**src/rtl/swi_debouncer.sv**
```systemverilog
// Switch-bank reader: 2-FF synchroniser, per-bit debounce, and a valid/ready change-event queue.
// Optional macro SWI_EVT_COUNT_EN adds an 8-bit wrapping count of accepted events (evt_count).
module swi_debouncer #(
  parameter int NBITS_TOP       = 8,
  parameter int DEBOUNCE_CYCLES = 4,
  parameter int CNT_W           = $clog2(DEBOUNCE_CYCLES + 1)
) (
  input  logic                 clk_2,
  input  logic                 reset_n,
  input  logic [NBITS_TOP-1:0] SWI,
  output logic [NBITS_TOP-1:0] sw_stable,
  output logic                 chg_valid,
  output logic [NBITS_TOP-1:0] chg_data,
  output logic [NBITS_TOP-1:0] chg_mask,
  input  logic                 chg_ready,
`ifdef SWI_EVT_COUNT_EN
  output logic [7:0]           evt_count,
`endif
  output logic                 overrun
);

  typedef enum logic [0:0] {
    IDLE = 1'b0,
    PEND = 1'b1
  } state_e;

  localparam logic [CNT_W-1:0] CNT_MAX  = CNT_W'(DEBOUNCE_CYCLES - 1);
  localparam logic [CNT_W-1:0] CNT_ZERO = {CNT_W{1'b0}};
  localparam logic [CNT_W-1:0] CNT_ONE  = CNT_W'(1);

  logic [NBITS_TOP-1:0]            sync1_q, sync1_d;
  logic [NBITS_TOP-1:0]            sync2_q, sync2_d;
  logic [NBITS_TOP-1:0]            sw_stable_q, sw_stable_d;
  logic [NBITS_TOP-1:0][CNT_W-1:0] cnt_q, cnt_d;
  state_e                          state_q, state_d;
  logic                            chg_valid_q, chg_valid_d;
  logic [NBITS_TOP-1:0]            chg_data_q, chg_data_d;
  logic [NBITS_TOP-1:0]            chg_mask_q, chg_mask_d;
  logic                            overrun_q, overrun_d;
  logic [NBITS_TOP-1:0]            diff_s;
  logic                            change_s;
  logic                            accept_s;

  // Synchroniser next-state.
  always_comb begin
    sync1_d = SWI;
    sync2_d = sync1_q;
  end

  // Debounce: a bit must disagree with sw_stable for DEBOUNCE_CYCLES consecutive synced cycles.
  always_comb begin
    sw_stable_d = sw_stable_q;
    cnt_d       = cnt_q;
    for (int i = 0; i < NBITS_TOP; i++) begin
      if (sync2_q[i] == sw_stable_q[i]) begin
        cnt_d[i] = CNT_ZERO;
      end else if (cnt_q[i] == CNT_MAX) begin
        sw_stable_d[i] = ~sw_stable_q[i];
        cnt_d[i]       = CNT_ZERO;
      end else begin
        cnt_d[i] = cnt_q[i] + CNT_ONE;
      end
    end
  end

  assign diff_s   = sw_stable_d ^ sw_stable_q;
  assign change_s = |diff_s;
  assign accept_s = chg_valid_q & chg_ready;

  // Event FSM: a change while pending merges into the event and flags overrun.
  always_comb begin
    state_d     = state_q;
    chg_valid_d = chg_valid_q;
    chg_data_d  = chg_data_q;
    chg_mask_d  = chg_mask_q;
    overrun_d   = overrun_q;
    case (state_q)
      IDLE: begin
        if (change_s) begin
          chg_data_d  = sw_stable_d;
          chg_mask_d  = diff_s;
          chg_valid_d = 1'b1;
          state_d     = PEND;
        end else begin
          state_d = IDLE;
        end
      end
      PEND: begin
        if (accept_s) begin
          overrun_d = 1'b0;
          if (change_s) begin
            chg_data_d = sw_stable_d;
            chg_mask_d = diff_s;
            state_d    = PEND;
          end else begin
            chg_valid_d = 1'b0;
            chg_mask_d  = {NBITS_TOP{1'b0}};
            state_d     = IDLE;
          end
        end else begin
          if (change_s) begin
            chg_data_d = sw_stable_d;
            chg_mask_d = chg_mask_q | diff_s;
            overrun_d  = 1'b1;
          end else begin
            state_d = PEND;
          end
        end
      end
      default: begin
        state_d     = IDLE;
        chg_valid_d = 1'b0;
        chg_mask_d  = {NBITS_TOP{1'b0}};
        overrun_d   = 1'b0;
      end
    endcase
  end

  // State registers.
  always_ff @(posedge clk_2 or negedge reset_n) begin
    if (!reset_n) begin
      sync1_q     <= {NBITS_TOP{1'b0}};
      sync2_q     <= {NBITS_TOP{1'b0}};
      sw_stable_q <= {NBITS_TOP{1'b0}};
      cnt_q       <= {NBITS_TOP{CNT_ZERO}};
      state_q     <= IDLE;
      chg_valid_q <= 1'b0;
      chg_data_q  <= {NBITS_TOP{1'b0}};
      chg_mask_q  <= {NBITS_TOP{1'b0}};
      overrun_q   <= 1'b0;
    end else begin
      sync1_q     <= sync1_d;
      sync2_q     <= sync2_d;
      sw_stable_q <= sw_stable_d;
      cnt_q       <= cnt_d;
      state_q     <= state_d;
      chg_valid_q <= chg_valid_d;
      chg_data_q  <= chg_data_d;
      chg_mask_q  <= chg_mask_d;
      overrun_q   <= overrun_d;
    end
  end

`ifdef SWI_EVT_COUNT_EN
  logic [7:0] evt_count_q, evt_count_d;

  // Accepted-event counter, wraps naturally at 8 bits.
  always_comb begin
    if (accept_s) begin
      evt_count_d = evt_count_q + 8'd1;
    end else begin
      evt_count_d = evt_count_q;
    end
  end

  // Counter register.
  always_ff @(posedge clk_2 or negedge reset_n) begin
    if (!reset_n) begin
      evt_count_q <= 8'd0;
    end else begin
      evt_count_q <= evt_count_d;
    end
  end

  assign evt_count = evt_count_q;
`endif

  assign sw_stable = sw_stable_q;
  assign chg_valid = chg_valid_q;
  assign chg_data  = chg_data_q;
  assign chg_mask  = chg_mask_q;
  assign overrun   = overrun_q;

endmodule

```
**config.mk**
```make
export PLATFORM = sky130hd
export DESIGN_NAME = swi_debouncer
export DESIGN_NICKNAME = d
export VERILOG_FILES = /design/src/rtl/swi_debouncer.sv
export SDC_FILE = /design/constraint.sdc
export NUM_CORES = 1
export LEC_CHECK = 0
export ABC_AREA = 0
export CORE_MARGIN = 10
export CORE_UTILIZATION = 57
export CTS_CLUSTER_DIAMETER = 80
export DETAILED_ROUTE_END_ITERATION = 8
export GPL_TIMING_DRIVEN = 0
export PLACE_DENSITY = 0.85
export SLEW_MARGIN = 20
export SYNTH_ARGS = -nofsm -noshare
export SYNTH_HDL_FRONTEND = slang
export SYNTH_SLANG_ARGS = --single-unit
```
**constraint.sdc**
```tcl
create_clock -name clk_2 -period 2.8 [get_ports clk_2]
set_input_delay 0.42 -clock clk_2 [delete_from_list [all_inputs] [get_ports clk_2]]
set_output_delay 0.42 -clock clk_2 [all_outputs]
set_load 0.01 [all_outputs]
```
# Yosys cells after proc, flatten, opt, wreduce, memory -nomap -nowiden
# Index checks and enable logic that the tools add are counted.
# totals
ff_bits,67
latch_bits,0
ramBits,0
romBits,0
output_inout_bits,26
memories,0
# op_classes
addsub,8
multipliers,0
div,0
n_lt_le_gt_ge,0
eq_ne,20
shifts,0
mux,46
bitwise,12
n_reduce_logical,5
# ops
op,count
$mux 3,16
$mux 8,5
$add 3x1->3 const B,8
$eq 3x2->1 const B,8
$mux 1,22
$pmux 8 s2,1
$not 1->1,9
$eq 1x1->1,8
$or 8x8->8,1
$reduce_or 8->1,1
$xor 8x8->8,1
$ne 2x2->1 const B,2
$pmux 1 s2,2
$reduce_and 2->1,2
$ne 3x1->1 const B,1
$reduce_and 3->1,1
$ne 2x1->1 const B,1
$reduce_bool 2->1,1
$and 1x1->1,1

# Depth between registers and ports, before layout
# Gate-level depths: netlist of run 1.
# depth
ltp_word,8
ltp_mapped,7
ltp_nobuf,6

# Least setup slack after synthesis of run 1
# Ideal clock, no wire load.
# synth_path
path_kind,flip-flop to flip-flop
startpoint,register cnt_q[3] (netlist name)
endpoint,"register chg_data_q[0], in the netlist chg_data[0]"
setup_ps,125
arrival_ps,1619
required_ps,2675
path_slack_ps,1056
stages_incl_launch_ff,7
path_buffers,1
synth_period_minus_slack_ps,1744
cell_sequence,dfrtp_1 -> ha_1 -> and2b_2 -> a22oi_1 -> and4_4 -> buf_6 -> mux2_4
# synth_between
elab_chain_cells,5
# synth_lines
element,line_no,source
start: declaration,34,"logic [NBITS_TOP-1:0][CNT_W-1:0] cnt_q, cnt_d;"
start signal: assignment,125,cnt_q <= {NBITS_TOP{CNT_ZERO}};
start signal: assignment,135,cnt_q <= cnt_d;
$eq 3x2->1,57,end else if (cnt_q[i] == CNT_MAX) begin
$mux 1,57,
$mux 1,55,if (sync2_q[i] == sw_stable_q[i]) begin
$xor 8x8->8,66,assign diff_s = sw_stable_d ^ sw_stable_q;
$reduce_or 8->1,67,assign change_s = |diff_s;
end signal: assignment,128,chg_data_q <= {NBITS_TOP{1'b0}};
end signal: assignment,138,chg_data_q <= chg_data_d;
end: declaration,37,"logic [NBITS_TOP-1:0] chg_data_q, chg_data_d;"
# Every way passes these cells.
# A chain may end at the register's enable or synchronous reset.

# Worst setup path in the final report of run 1
# layout_path
startpoint,register cnt_q[6] (netlist name)
endpoint,"register chg_data_q[7], in the netlist chg_data[7]"
# Same word-level chain as after synthesis.

==> results.ini, run 1 <==
[floorplan]
num_rows=24
io_pins=37
die_area_mm2=0.00756
die_h_um=86.9
core_area_mm2=0.00435
initial_core_util=0.586
die_width_um=86.9

[place]
placement.io_buffers=36
hpwl_um=3360
place_ws_ps=849
routabilityCongestion=0.715

[power_and_ir_drop]
p_sw_frac=0.303
p_leak_nw=1.49
vdd_drop_max_mv=0.598
p_clk_frac=0.211
netSwitchingPower_mw=1.10
power_density_mw_per_mm2=1130
p_int_mw=2.52
p_seq_frac=0.409
power.total_mw=3.62
share_comb_of_total_power=0.380

[timing]
fmax_ghz=0.510
slew_violations=0
whs_ps=21.3
hold_viol=0
worst_slack_ps=837
max_slew_margin=0.708
skew_ps=8.31
final.min_clock_period_ps=1960
tightestPinTransition_ps=439
setup_violations=0
rsz0062_at_grt=false
finalCritPeriodShare=0.701

[synth]
yosysTopAreaCell=dfrtp_1
synth_top_area_frac=0.657
synth_async_sr_flop_share=1.00
syn_avg_cell_area_um2=15.3
ys_top_cells_by_count=dfrtp_1, nor3b_1, nor3_1
synth_edf_count=0
syn_area_mm2=0.00255
synthFlopType=dfrtp_1
synth_cell_types=28
post-synth-top-count-cell=dfrtp_1
ys_top_cells_by_area=dfrtp_1, mux2_4, nor3b_1
synthesis.nets=186
seq_area_frac_synth=0.657
syn_inst=167
synth_seq_cells=67
yosys_warnings=0

[global_route]
grt_pass1_wl_um=7420
grt_pass1_vias=1578
grt_max_degree=35
overflow=0
grt_use_total=0.131
grt_antenna_before_repair=0

[route]
route.detailed.wl_per_inst_um=16.7
drc=0
vias=1436
viasPerCell=5.30
wirelength_um=4520
drtAntennaViolNets=0
dr.pass1.iters=4
drtIter0Drc=125

[setup_path]
required_ps=3020
path_class=reg -> reg
arrival_ps=2180
cp-end-kind=flip-flop
critPathLaunchType=flip-flop
worst-path-max-fanout=10

[finish]
utilization=0.734
diodes=0
drive_gt1_frac=0.201
nets=234
area_growth_pct=25.1

[clocking]
post-cts-setup-buffers=0
clk_pin_slew_ps=70
cts_hold_buf=0
cts_resized=0
cts-buffers-inserted=9
insertion_delay_ps=340
clockRootBuffer=clkbuf_8
cts_sinks=67
clk_path_buf_depth=2
htree_levels=3
cts_tree=yes

[min_path]
hold_class=in -> async

[flow_run]
cap_violations=0

[outcome]
status=completed

-- registers in the layout (all words and copies together) (netlist names), 8 cells and up --
name	count
sync1_q	8
chg_mask	8
cnt_q	24
sw_stable	8
chg_data	8
sync2_q	8
-- per-stage QoR --
stage                     cells  instance area, µm²  setup TNS (ps)
after floorplan             167                2550               0
after global placement      255                2980          -39650
after detailed placement    256                3000               0
after CTS                   271                3190               0
after global routing        271                3190               0
final                       271                3190               0
-- layout by cell type, fill, tap and decap left out --
cell type / netlist / routed
nor2b_1: 1 / 1
a21o_1: 1 / 1
buf_6: 2 / 2
buf_12: 0 / 1
o21ba_1: 1 / 1
and3_1: 1 / 1
clkinv_2: 0 / 1
nand2b_1: 1 / 1
xnor2_2: 1 / 1
a21boi_0: 1 / 1
nor3b_1: 15 / 15
nor2_1: 1 / 1
or2b_2: 1 / 1
xnor2_1: 7 / 7
buf_4: 0 / 1
mux2_4: 8 / 8
mux2_2: 8 / 8
clkbuf_8: 0 / 14
inv_1: 3 / 3
nor3_1: 9 / 9
a22o_1: 6 / 6
and4_4: 1 / 1
dfrtp_1: 67 / 67
o2bb2ai_1: 1 / 1
xor2_1: 6 / 6
clkdlybuf4s50_1: 0 / 35
ha_1: 8 / 8
and2b_2: 6 / 6
nand2_1: 4 / 4
a22oi_1: 3 / 3
a21oi_1: 2 / 2
o32a_1: 1 / 1
and2_1: 1 / 1
-- power by group through the flow --
stage                     Clock (mW)  Combinational (mW)  Sequential, mW
after global placement             0                1.33            1.46
after detailed placement           0                1.40            1.50
after CTS                      0.783                1.41            1.48
after floorplan                    0               0.737            1.54
final                          0.764                1.38            1.48
after global routing           0.836                1.50            1.51
-- layout make-up --
class	instances	area (µm²)
sequential	67	1680
fill	274	1160
multi-input combinational	95	843
timing repair buffer	37	378
clock buffer	14	193
tap	52	65.1
buffer	2	22.5
inverter	3	11.3
clock inverter	1	5.00
-- layer usage --
| metal | part of all wire | wire length, µm | global-route usage | up-vias |
|---|---|---|---|---|
| li1 | - | - | - | 684 |
| met1 | 0.41 | 1860 | 0.142 | 704 |
| met2 | 0.50 | 2260 | 0.203 | 41 |
| met3 | 0.073 | 329 | 0.0693 | 7 |
| met4 | 0.016 | 72 | 0.0722 | 0 |
| met5 | 0 | 0 | 0 | - |
-- logic make-up (layout without fill, tap and decap cells) --
group                      Yosys count  in the layout  share of synthesized area
and+or+nand+nor                     41             41                      0.107
xor gates and xnor gates            14             14                     0.0510
AOI/OAI and AO/OA                   16             16                     0.0505
DFF                                 67             67                      0.657
muxes                               16             16                     0.0823
buffers and inverters                5             57                     0.0132
adders and majority gates            8              8                     0.0392
-- critical path, cell delays in order (launching register included) --
cell	delay, ps
dfrtp_1	390
ha_1	220
and2b_2	230
a22oi_1	230
and4_4	270
buf_6	180
mux2_4	310
-- worst paths after layout --
| kind | start | to | slack (ps) | cells past startpoint |
|---|---|---|---|---|
| max reg2reg | cnt_q[6]$_DFF_PN0_ | chg_data[7]$_DFFE_PN0P_ | 840 | 6 |
| min reg2reg | sync1_q[5]$_DFF_PN0_ | sync2_q[5]$_DFF_PN0_ | 350 | 0 |
| min | reset_n | cnt_q[8]$_DFF_PN0_ | 20 | 1 |
| min in group clk_2 | sync1_q[5]$_DFF_PN0_ | sync2_q[5]$_DFF_PN0_ | 350 | 0 |
| max | cnt_q[6]$_DFF_PN0_ | chg_data[7]$_DFFE_PN0P_ | 840 | 6 |
| max in group asynchronous | reset_n | sw_stable[7]$_DFF_PN0_ | 2260 | 2 |
Note: power is estimated with default switching activity, not from simulation.
==> run 2: changes to the inputs <==
- CORE_UTILIZATION: 57 -> 53
- PLACE_DENSITY: 0.85 -> 0.8
- clock period: 2.8 -> 1.9 ns (I/O delays scaled with it)
==> run 2 against run 1 <==
First-iteration DRC count down 36%. Sequential share of layout area down 1.2 points. Sequential power rose by 47%. Final area increased by 2.4%. Sequential cell count did not move. Power grew 48%. Wire length is 2.5% higher. Critical path type unchanged. Largest cell class unchanged.
==> results.ini, run 2 (synthesis gave the netlist of run 1 again) <==
[timing]
finalCritPeriodShare=0.993
fmax_ghz=0.530
rsz0062_at_grt=true
worst_slack_ps=12.9
skew_ps=3.22
tightestPinTransition_ps=328
slew_violations=0
hold_viol=0
setup_violations=0
final.min_clock_period_ps=1890
max_slew_margin=0.781

[floorplan]
io_pins=37
die_h_um=89.4
die_width_um=89.4
initial_core_util=0.544
core_area_mm2=0.00469
die_area_mm2=0.00800
num_rows=25

[setup_path]
path_class=reg -> reg
cp-end-kind=flip-flop
critPathLaunchType=flip-flop
arrival_ps=2110
cp_cell_sequence=ha_1 -> and2b_2 -> a22oi_2 -> and4_4 -> clkbuf_16 -> mux2_4
required_ps=2120
timing.reg2reg.setup_slack_ps=10
cpMaxStageDelayCell=dfrtp_1
worst-path-max-fanout=5
critPathMaxStageDelay_ps=390
r2r_cells=6

[place]
routabilityCongestion=0.767
placement.io_buffers=36
hpwl_um=3300
place_ws_ps=-50.6

[power_and_ir_drop]
p_int_mw=3.71
share_comb_of_total_power=0.412
p_sw_frac=0.308
p_leak_nw=1.52
p_clk_frac=0.182
power.total_mw=5.37
p_seq_frac=0.406
power_density_mw_per_mm2=1640
vdd_drop_max_mv=1.02
netSwitchingPower_mw=1.65

[route]
dr.pass1.iters=6
viasPerCell=5.34
vias=1495
drc=0
route.detailed.wl_per_inst_um=16.6
drtAntennaViolNets=0
drtIter0Drc=80
wirelength_um=4630

[outcome]
status=completed

[clocking]
clk_path_buf_depth=2
cts_tree=yes
htree_levels=3
clk_pin_slew_ps=60
clockRootBuffer=clkbuf_8
cts-buffers-inserted=9
cts_sinks=67
insertion_delay_ps=330

[finish]
drive_gt1_frac=0.239
top_register=cnt_q
nets=241
largest_reg_flops=24
diodes=0
layout.cells.most_common_list=dfrtp_1, clkdlybuf4s50_1, nor3b_1
area_growth_pct=28.1
layout.cells.most_common=dfrtp_1

[global_route]
grt_use_total=0.131
grt_pass1_vias=1628
grt_max_degree=44
grt_antenna_before_repair=0
overflow=0
grt_pass1_wl_um=7740

[min_path]
hold_class=reg -> reg
holdPathStages=0

[flow_run]
cap_violations=0

## run 2: cell count changes in the layout (fill, tap and decap cells not counted), moves of 2 or more
cell      change
a22oi_1       -3
clkbuf_8      -4
clkinv_2      +2
a22oi_2       +3
ha_2          +2
clkbuf_1      +2
buf_4         +5
ha_1          -2
## run 2: what timing repair did
| item | in CTS | in global routing |
|---|---|---|
| endpoints found under the hold margin | 24 | 0 |
| gates resized for setup | 4 | 5 |
| buffers inserted | 0 | 5 |
| hold buffers | 1 | 0 |
| gates cloned | 0 | 1 |
| endpoints found under the setup margin | 8 | 9 |
| pin swaps | 1 | 4 |
## run 2: power by group through the flow
| stage | Sequential [mW] | Combinational, mW | Clock [mW] |
|---|---|---|---|
| floorplan | 2.27 | 1.09 | 0 |
| global placement | 2.16 | 1.96 | 0 |
| detailed placement | 2.20 | 2.04 | 0 |
| CTS | 2.18 | 2.09 | 1.01 |
| global route | 2.23 | 2.41 | 1.07 |
| finish | 2.18 | 2.21 | 0.977 |
## run 2: final timing paths
path,start,to
worst max-delay path,cnt_q[18]$_DFF_PN0_,chg_data[5]$_DFFE_PN0P_
worst min register to register,sync1_q[6]$_DFF_PN0_,sync2_q[6]$_DFF_PN0_
worst max register to register,cnt_q[18]$_DFF_PN0_,chg_data[5]$_DFFE_PN0P_
max in group asynchronous,reset_n,cnt_q[10]$_DFF_PN0_
worst min-delay path,sync1_q[6]$_DFF_PN0_,sync2_q[6]$_DFF_PN0_
min in group asynchronous,reset_n,sync1_q[6]$_DFF_PN0_
## run 2: final cells by class
cell class,count,area [µm²]
Inverter,3,11.3
Multi-Input combinational cell,95,873
Sequential cell,67,1680
Timing Repair Buffer,44,450
Clock inverter,3,15.0
Buffer,2,31.3
Fill cell,322,1420
Tap cell,54,67.6
Clock buffer,12,145
## run 2: worst max-delay path, delay by kind of cell (launching register included)
family          cells  cell delay, ps
simple gates        2             540
flops               1             390
mux                 1             290
fa+ha+maj           1             220
compound gates      1             180
buf+inv             1             160
## run 2: metrics by stage
stage	instances	util	hold slack, ps	setup TNS, ps	area (µm²)
after detailed placement	258	0.639	212	-331	3000
after global routing	280	0.697	361	-156	3270
after global placement	257	0.635	332	-92950	2980
after floorplan	167	-	-10.6	0	2550
after CTS	274	0.679	353	0	3190
final	280	0.697	351	0	3270
## run 2: layer usage
layer / up-vias / GRT usage / part of all wire
met5: - / 0 / 0
met4: 0 / 0.0853 / 0.022
met3: 11 / 0.0456 / 0.060
met2: 39 / 0.210 / 0.50
met1: 752 / 0.144 / 0.42
li1: 693 / - / -
==> run 3: changes to the inputs <==
- ABC_CLOCK_PERIOD_IN_PS: not set -> 1900
- CORE_ASPECT_RATIO: not set -> 1.75
==> run 3 against run 2 <==
Sequential cell count is the same. Non-clock buffer count grew 3. Sequential power is essentially flat. Setup slack gained 21 ps. Critical endpoint unchanged. Highest routed layer unchanged.
==> results.ini, run 3 (synthesis gave the netlist of run 1 again) <==
[outcome]
status=completed

[flow_run]
cap_violations=0

[timing]
max_slew_margin=0.804
slew_violations=0
hold_viol=0
fmax_ghz=0.536
tightestPinTransition_ps=292
rsz0062_at_grt=true
setup_violations=0
skew_ps=6.09
finalCritPeriodShare=0.982
final.min_clock_period_ps=1870

[power_and_ir_drop]
power_density_mw_per_mm2=1640
p_seq_frac=0.401
vdd_drop_max_mv=1.39
netSwitchingPower_mw=1.66
p_int_mw=3.78
power.total_mw=5.44
p_leak_nw=1.55
share_comb_of_total_power=0.414
p_clk_frac=0.185
p_sw_frac=0.306

[setup_path]
critPathLaunchType=flip-flop
worst-path-max-fanout=5
path_class=reg -> reg
required_ps=2120
arrival_ps=2090
timing.reg2reg.setup_slack_ps=30
cp-end-kind=flip-flop

[floorplan]
die_width_um=72.5
num_rows=33
initial_core_util=0.547
die_h_um=112
core_area_mm2=0.00467
io_pins=37
die_area_mm2=0.00810

[clocking]
clk_pin_slew_ps=70
cts-buffers-inserted=9
cts_sinks=67
insertion_delay_ps=340
htree_levels=3
cts_tree=yes
clockRootBuffer=clkbuf_8
clk_path_buf_depth=2

[finish]
layout.cells.most_common=dfrtp_1
area_growth_pct=29.7
layout.cells.most_common_list=dfrtp_1, clkdlybuf4s50_1, nor3b_1
diodes=0
drive_gt1_frac=0.268
utilization=0.710
nets=244
largest_reg_flops=24
final_cells=280
fin_area_mm2=0.00331
top_register=cnt_q

[route]
drtIter0Drc=65
dr.pass1.iters=4
drc=0
viasPerCell=5.40
route.detailed.wl_per_inst_um=16.7
drtAntennaViolNets=0
wirelength_um=4690
vias=1511

[place]
routabilityCongestion=0.694
post-place-cells=256
placement.io_buffers=36
placed_area_mm2=0.00300
hpwl_um=3350

[global_route]
grt_pass1_wl_um=7820
overflow=0
grt_use_total=0.125
grt_pass1_vias=1626
grt_antenna_before_repair=0
grt_max_degree=51

[min_path]
hold_class=in -> async

## run 3: worst paths after layout
path                       cells past startpoint                 start                 endpoint
setup reg to reg                               6   cnt_q[18]$_DFF_PN0_  chg_data[5]$_DFFE_PN0P_
hold / removal                                 2               reset_n   sw_stable[3]$_DFF_PN0_
min in group clk_2                             0  sync1_q[2]$_DFF_PN0_     sync2_q[2]$_DFF_PN0_
max in group asynchronous                      3               reset_n   sw_stable[6]$_DFF_PN0_
setup / recovery                               6   cnt_q[18]$_DFF_PN0_  chg_data[5]$_DFFE_PN0P_
hold reg to reg                                0  sync1_q[2]$_DFF_PN0_     sync2_q[2]$_DFF_PN0_
## run 3: critical path, cell delays in order (launching register included)
cell and delay, ps:
dfrtp_1 390, ha_2 190, and2b_2 230, a22oi_2 190
and4_4 300, clkbuf_16 160, mux2_4 290
## run 3: routing by layer
metal	GRT usage	vias up	wire length (µm)	share of wire
li1	-	703	-	-
met4	0.0827	0	184	0.039
met3	0.0418	14	239	0.051
met2	0.202	33	2500	0.53
met1	0.132	761	1760	0.38
met5	0	-	0	0
## run 3: repair_timing
item | CTS | global route
endpoints found under the hold margin | 17 | 0
resized for setup | 7 | 6
setup endpoints to repair | 9 | 16
buffers inserted | 0 | 8
cloned | 0 | 1
hold buffers | 1 | 0
pin swaps | 0 | 6
## run 3: area by class of cell
cell class / instances / area, µm²
Multi-Input combinational cell: 95 / 882
Fill cell: 319 / 1350
Clock buffer: 11 / 151
Sequential cell: 67 / 1680
Timing Repair Buffer: 47 / 480
Buffer: 2 / 31.3
Clock inverter: 3 / 15.0
Tap cell: 52 / 65.1
Inverter: 3 / 11.3
## run 3: power groups by stage
stage / registers, mW / logic, mW / clock network (mW)
finish: 2.18 / 2.26 / 1.01
global placement: 2.16 / 1.97 / 0
floorplan: 2.27 / 1.09 / 0
CTS: 2.19 / 2.12 / 1.03
detailed placement: 2.20 / 2.05 / 0
global route: 2.25 / 2.45 / 1.10
## run 3: per-stage QoR
stage / setup TNS, ps / hold WS, ps / setup WS, ps
after floorplan: 0 / -10.6 / 156
after global placement: -88420 / 332 / -1320
after detailed placement: -958 / 177 / -116
after CTS: 0 / 350 / 8.28
after global routing: -164 / 360 / -29.6
final: 0 / 347 / 33.7
